===== src/rtl/multi_arbiter_game.sv =====
// N-player reaction game: a 4-step LED countdown, then a round-robin grant to the first player to press.
// Define FALSE_START_EN to disqualify players who press during the countdown.
module multi_arbiter_game #(
    parameter int unsigned NUM_PLAYERS      = 4,
    parameter int unsigned CLOCK_FREQ       = 12000000,
    parameter int unsigned PRESCALER_COUNT  = CLOCK_FREQ / 4,
    parameter int unsigned WIN_TICKS        = 8,
    parameter int unsigned GO_TIMEOUT_TICKS = 40,
    localparam int unsigned W = (NUM_PLAYERS > 1) ? $clog2(NUM_PLAYERS) : 1
) (
    input  logic                   clk,
    input  logic                   reset,
    input  logic [NUM_PLAYERS-1:0] req_in_n,
    output logic [3:0]             leds_out,
    output logic [NUM_PLAYERS-1:0] gnt_out,
    output logic [W-1:0]           winner_out,
    output logic                   winner_valid_out,
    output logic [NUM_PLAYERS-1:0] foul_out
);

    localparam int unsigned PW        = (PRESCALER_COUNT > 1) ? $clog2(PRESCALER_COUNT) : 1;
    localparam int unsigned MAX_TICKS = (GO_TIMEOUT_TICKS > WIN_TICKS) ? GO_TIMEOUT_TICKS : WIN_TICKS;
    localparam int unsigned TMAX      = (MAX_TICKS > 4) ? MAX_TICKS : 4;
    localparam int unsigned TW        = $clog2(TMAX + 1);

    localparam logic [PW-1:0] PRESC_LAST = PW'(PRESCALER_COUNT - 1);
    localparam logic [TW-1:0] CD_LAST    = TW'(3);
    localparam logic [TW-1:0] WIN_LAST   = TW'(WIN_TICKS - 1);
    localparam logic [TW-1:0] GO_LAST    = TW'(GO_TIMEOUT_TICKS - 1);

    typedef enum logic [2:0] {
        IDLE = 3'd0,
        CD   = 3'd1,
        GO   = 3'd2,
        WIN  = 3'd3,
        FOUL = 3'd4
    } state_t;

    state_t                 state, state_nxt;
    logic [NUM_PLAYERS-1:0] sync_q1, sync_q2, req;
    logic [PW-1:0]          presc, presc_nxt;
    logic [TW-1:0]          ticks, ticks_nxt;
    logic                   tick;
    logic [W-1:0]           ptr, ptr_nxt;
    logic [NUM_PLAYERS-1:0] foul_nxt, eligible;
    logic [W:0]             pick;
    logic [3:0]             leds_nxt;
    logic [NUM_PLAYERS-1:0] gnt_nxt;
    logic [W-1:0]           winner_nxt;
    logic                   winner_valid_nxt;
`ifdef FALSE_START_EN
    logic [NUM_PLAYERS-1:0] foul_seen;
`endif

    // First eligible player searching upward from start with wrap; MSB flags a hit.
    function automatic logic [W:0] rr_pick(input logic [NUM_PLAYERS-1:0] elig,
                                           input logic [W-1:0]           start);
        logic [W:0] res;
        int         idx;
        res = '0;
        for (int off = int'(NUM_PLAYERS) - 1; off >= 0; off--) begin
            idx = (int'(start) + off) % int'(NUM_PLAYERS);
            if (elig[W'(idx)]) res = {1'b1, W'(idx)};
        end
        return res;
    endfunction

    // Two-flop synchronizer followed by an inverting request register.
    always_ff @(posedge clk or posedge reset) begin
        if (reset) begin
            sync_q1 <= '1;
            sync_q2 <= '1;
            req     <= '0;
        end else begin
            sync_q1 <= req_in_n;
            sync_q2 <= sync_q1;
            req     <= ~sync_q2;
        end
    end

    assign tick     = (presc == PRESC_LAST);
    assign eligible = req & ~foul_out;
    assign pick     = rr_pick(eligible, ptr);
`ifdef FALSE_START_EN
    assign foul_seen = foul_out | req;
`endif

    always_ff @(posedge clk or posedge reset) begin
        if (reset) state <= IDLE;
        else       state <= state_nxt;
    end

    always_comb begin
        state_nxt        = state;
        ptr_nxt          = ptr;
        gnt_nxt          = gnt_out;
        winner_nxt       = winner_out;
        winner_valid_nxt = winner_valid_out;
        foul_nxt         = foul_out;
        presc_nxt        = presc;
        ticks_nxt        = ticks;
        leds_nxt         = 4'b0000;

        case (state)
            IDLE: if (req == '0) state_nxt = CD;
            CD: begin
                if (tick && ticks == CD_LAST) state_nxt = GO;
`ifdef FALSE_START_EN
                // Everyone jumped the gun: abandon the countdown immediately.
                if (&foul_seen) state_nxt = FOUL;
`endif
            end
            GO: begin
                if (pick[W]) begin
                    state_nxt                 = WIN;
                    gnt_nxt                   = '0;
                    gnt_nxt[pick[W-1:0]]      = 1'b1;
                    winner_nxt                = pick[W-1:0];
                    winner_valid_nxt          = 1'b1;
                    ptr_nxt = (32'(pick[W-1:0]) == NUM_PLAYERS - 1) ? '0 : pick[W-1:0] + W'(1);
                end else if (tick && ticks == GO_LAST) begin
                    state_nxt = IDLE;
                end
            end
            WIN: begin
                if (tick && ticks == WIN_LAST) begin
                    state_nxt        = IDLE;
                    gnt_nxt          = '0;
                    winner_nxt       = '0;
                    winner_valid_nxt = 1'b0;
                end
            end
            FOUL: if (tick && ticks == WIN_LAST) state_nxt = IDLE;
            default: state_nxt = IDLE;
        endcase

`ifdef FALSE_START_EN
        if (state == CD)            foul_nxt = foul_seen;
        else if (state_nxt == CD)   foul_nxt = '0;
`else
        foul_nxt = '0;
`endif

        // Prescaler and tick count restart on every state change.
        if (state_nxt != state) begin
            presc_nxt = '0;
            ticks_nxt = '0;
        end else if (tick) begin
            presc_nxt = '0;
            ticks_nxt = ticks + TW'(1);
        end else begin
            presc_nxt = presc + PW'(1);
        end

        case (state_nxt)
            CD: begin
                if (ticks_nxt == TW'(0))      leds_nxt = 4'b1111;
                else if (ticks_nxt == TW'(1)) leds_nxt = 4'b0111;
                else if (ticks_nxt == TW'(2)) leds_nxt = 4'b0011;
                else                          leds_nxt = 4'b0001;
            end
            WIN:     leds_nxt = ticks_nxt[0] ? 4'b0000 : 4'(winner_nxt) + 4'd1;
            FOUL:    leds_nxt = ticks_nxt[0] ? 4'b0101 : 4'b1010;
            default: leds_nxt = 4'b0000;
        endcase
    end

    always_ff @(posedge clk or posedge reset) begin
        if (reset) begin
            presc            <= '0;
            ticks            <= '0;
            ptr              <= '0;
            foul_out         <= '0;
            leds_out         <= '0;
            gnt_out          <= '0;
            winner_out       <= '0;
            winner_valid_out <= 1'b0;
        end else begin
            presc            <= presc_nxt;
            ticks            <= ticks_nxt;
            ptr              <= ptr_nxt;
            foul_out         <= foul_nxt;
            leds_out         <= leds_nxt;
            gnt_out          <= gnt_nxt;
            winner_out       <= winner_nxt;
            winner_valid_out <= winner_valid_nxt;
        end
    end

endmodule

===== config.mk =====
export PLATFORM = sky130hd
export DESIGN_NAME = multi_arbiter_game
export DESIGN_NICKNAME = d
export VERILOG_FILES = /design/src/rtl/multi_arbiter_game.sv
export SDC_FILE = /design/constraint.sdc
export NUM_CORES = 1
export LEC_CHECK = 0
export BUFFER_PORTS_ARGS = -buffer_cell sky130_fd_sc_hd__buf_2
export CORE_MARGIN = 1.5
export CORE_UTILIZATION = 34
export CTS_BUF_LIST = sky130_fd_sc_hd__clkbuf_4
export DETAILED_ROUTE_END_ITERATION = 8
export GPL_TIMING_DRIVEN = 0
export PLACE_DENSITY = 0.58
export SLEW_MARGIN = 10
export SYNTH_ARGS = -nofsm -noshare
export SYNTH_HDL_FRONTEND = slang
export SYNTH_SLANG_ARGS = --single-unit

===== constraint.sdc =====
create_clock -name clk -period 7.4 [get_ports clk]
set_input_delay 2.22 -clock clk [delete_from_list [all_inputs] [get_ports clk]]
set_output_delay 2.22 -clock clk [all_outputs]
set_load 0.005 [all_outputs]

==> metrics.log <==
INFO  metric wirelength = 5.00 mm
INFO  metric crit_chain = ha_1, nand3_2, or4_1, buf_2, nor4_1, a31oi_1, a22o_1, ha_1, a21oi_1, o32ai_1
INFO  metric wl_per_cell = 12.5 µm
INFO  metric post_synth_main_area_contributors = dfrtp_1 (44%), dfstp_2 (7.7%), nor2_1 (5.4%)
INFO  metric setup-violations-final = 0
INFO  metric cts.htree.levels = 2
INFO  metric drive_gt1_frac = 0.174
INFO  metric synth_top_area_cell = dfrtp_1
INFO  metric period_needed = 3.22 ns
INFO  metric cts_sinks = 56
INFO  metric worst_hold_path.num_cells = 0
INFO  metric yosys_most_used_dff = dfrtp_1
INFO  metric worstSetupStartpointType = register
INFO  metric hpwlAfterDp = 3.61 mm
INFO  metric drt-initial-drc-count = 128
INFO  metric worst_path_most_repeated_cell = ha_1
INFO  metric place_inst = 393
INFO  metric r2r_slack = 4.18 ns
INFO  metric max-clock-path-buffers = 2
INFO  metric cp_max_fo = 6
INFO  metric grtUsageMet1 = 0.178
INFO  metric ctsHoldBuffers = 0
INFO  metric worst_r2r_path_depth = 10
INFO  metric slew_headroom = 0.502
INFO  metric post_layout_cell_count = 401
INFO  metric gr-total-overflow = 0
INFO  metric final-max-slew-violation-count = 0
INFO  metric grt_setup_unrepaired = no
INFO  metric leak_pwr = 0.00140 µW
INFO  metric final_nets = 311
INFO  metric crit-reg2reg-launch = presc[0]
INFO  metric die_y_extent = 92.7 µm
INFO  metric initial_core_util = 0.352
INFO  metric syn_avg_cell_area = 10.1 µm²
INFO  metric crit_path_top_delay_cell = or4_1
INFO  metric antenna_found_initial = 0
INFO  metric synthDominantCellAreaShare = 0.440
INFO  metric post-cts-setup-buffer-count = 0
INFO  metric drt_first_pass_iters = 4
INFO  metric ctsResizeCount = 0
INFO  metric synthMostInstantiatedCell = dfrtp_1
INFO  metric rows = 32
INFO  metric worstSetupEndpointType = register
INFO  metric cts.reportedPaths.clkPinSlew = 0.17 ns
INFO  metric numPortBuffers = 16
INFO  metric finalPower = 469 µW
INFO  metric area.growth.synth_to_final = 11.0%
INFO  metric number_of_storage_elements_in_the_synthesis_netlist = 56
INFO  metric synth-warning-count = 0
INFO  metric use_met2 = 0.210
INFO  metric setup_tns = 0 ns
INFO  metric placeable_core_area = 7770 µm²
INFO  metric achievable-frequency = 311 MHz
INFO  metric min_path_type = register to register
INFO  metric worstPathRequired = 7.68 ns
INFO  metric worst_hold_startpoint = sync_q1[1]
INFO  metric power_density = 155 nW/µm²
INFO  metric antenna_violating_nets_post_route = 0
INFO  metric max-vdd-ir-drop = 0.0722 mV
INFO  metric outcome = complete, no violations
INFO  metric grt_total_usage = 0.132
INFO  metric whs_endpoint = sync_q2[1]
INFO  metric seq_area_frac_synth = 0.516
INFO  metric drv_cap = 0
INFO  metric synth-edff-count = 0
INFO  metric floorplan.die.width = 92.7 µm
INFO  metric maximum_number_of_pins_on_one_net_before_global_route_repair = 33
INFO  metric num_antenna_cells = 0
INFO  metric number_of_cells_produced_by_synthesis = 271
INFO  metric placement.cell_area = 2970 µm²
INFO  metric synth_async_sr_flop_share = 1.00
INFO  metric timing.final.crit_share = 0.435
INFO  metric viasPerCell = 4.86
INFO  metric crit_type = register to register
INFO  metric arrival = 3.50 ns
INFO  metric gr-max-usage-layer = met2
INFO  metric cts_made_buffers = 5
INFO  metric clock_tree_from_tritoncts = done
INFO  metric grt_pass1_vias = 1959
INFO  metric layout.cell_area.non_filler = 3030 µm²
INFO  metric critical_path.max_stage_delay = 0.52 ns
INFO  metric route.detailed.drc = 0
INFO  metric clk_latency = 0.39 ns
INFO  metric global_route.usage.met3 = 0.0296
INFO  metric synth.top_cells.by_count = dfrtp_1 (48), nor2_1 (39), inv_1 (18)
INFO  metric synthesis.area = 2730 µm²
INFO  metric worst_pin_slew = 0.736 ns
INFO  metric clk_root_buffer_cell = clkbuf_4
INFO  metric clock_skew = 0.0178 ns
INFO  metric grt_first_pass_wirelength = 9.03 mm
INFO  metric gp_congestion = 0.724
INFO  metric synth.distinct_cells = 48
INFO  metric route.vias.total = 1947
INFO  metric pin_count = 21
INFO  metric die-area = 8580 µm²
INFO  metric regToRegEndpoint = leds_out[1]
INFO  metric hold_violations = 0
-- report_power, final --
part | internal, µW | leakage [µW] | switching, µW
combinational | 5.38 | 0.000661 | 10.2
clock | 39.7 | 0.0000322 | 101
sequential | 311 | 0.000710 | 1.74
total | 356 | 0.00140 | 113
-- layer usage --
metal / vias up / routed length [µm]
met5: - / 0
met4: 0 / 66
met3: 7 / 129
met2: 22 / 2310
met1: 942 / 2490
li1: 976 / -
-- cell families (layout without fill, tap and decap cells) --
group,Yosys count,in the layout,synth area share
DFF,56,56,0.516
muxes,2,2,0.00778
and+or+nand+nor,112,112,0.212
adders and majority gates,7,7,0.0320
buffers and inverters,32,57,0.0545
AOI/OAI and AO/OA,35,35,0.0925
xor gates and xnor gates,26,26,0.0833
other,1,4,0.00137
-- cells in the final DEF (no fill, tap or decap), types with 6 or more instances in the layout --
cell type	n
dfrtp_1	48
xor2_1	10
nand4_1	7
a21oi_1	8
nor2_1	39
o21ai_0	6
nand2_1	16
ha_1	7
nand3_1	11
inv_1	17
buf_2	18
nor3_1	7
dfstp_2	8
and3_1	8
xnor2_1	16
-- worst max path at each step --
stage                     startpoint     endpoint  slack (ns)  depth (start not counted)
after floorplan                reset   gnt_out[0]        3.82                          1
after CTS                   presc[0]  leds_out[1]        4.21                         10
after global placement         reset     ticks[3]        3.08                          2
after detailed placement    presc[0]  leds_out[1]        4.23                         10
final                       presc[0]  leds_out[1]        4.18                         10
after global routing       presc[11]    presc[18]        4.03                         11
-- worst max-delay path: cells and delay by family, from the launching register on --
family                     cells  cell delay, ns
AOI/OAI and AO/OA              4            0.92
DFF                            1            0.42
buffers and inverters          1            0.18
adders and majority gates      2            0.50
and+or+nand+nor                3            1.12
-- cell type report --
cell class | count | area (µm²)
buffer | 13 | 77.6
clock buffer | 5 | 37.5
clock inverter | 3 | 25.0
fill | 803 | 4730
inverter | 19 | 71.3
multi-input combinational | 186 | 1180
sequential | 56 | 1410
tap | 102 | 128
timing repair buffer | 17 | 100
-- through the flow --
stage,hold WS (ns),util,worst slack [ns]
after floorplan,0.345,-,3.82
after global placement,0.346,0.380,3.08
after detailed placement,0.347,0.383,4.23
after CTS,0.370,0.391,4.21
after global routing,0.376,0.391,4.03
final,0.368,0.391,4.18
-- state kept, by name, indices dropped and copies added, names as in the netlist --
register	cells
state	3
sync_q2	4
ptr	2
req	4
leds_out	4
ticks	6
sync_q1	4
presc	22
winner_valid_out	1
winner_out	2
gnt_out	4
No activity file was read; power rests on OpenSTA's default activity.
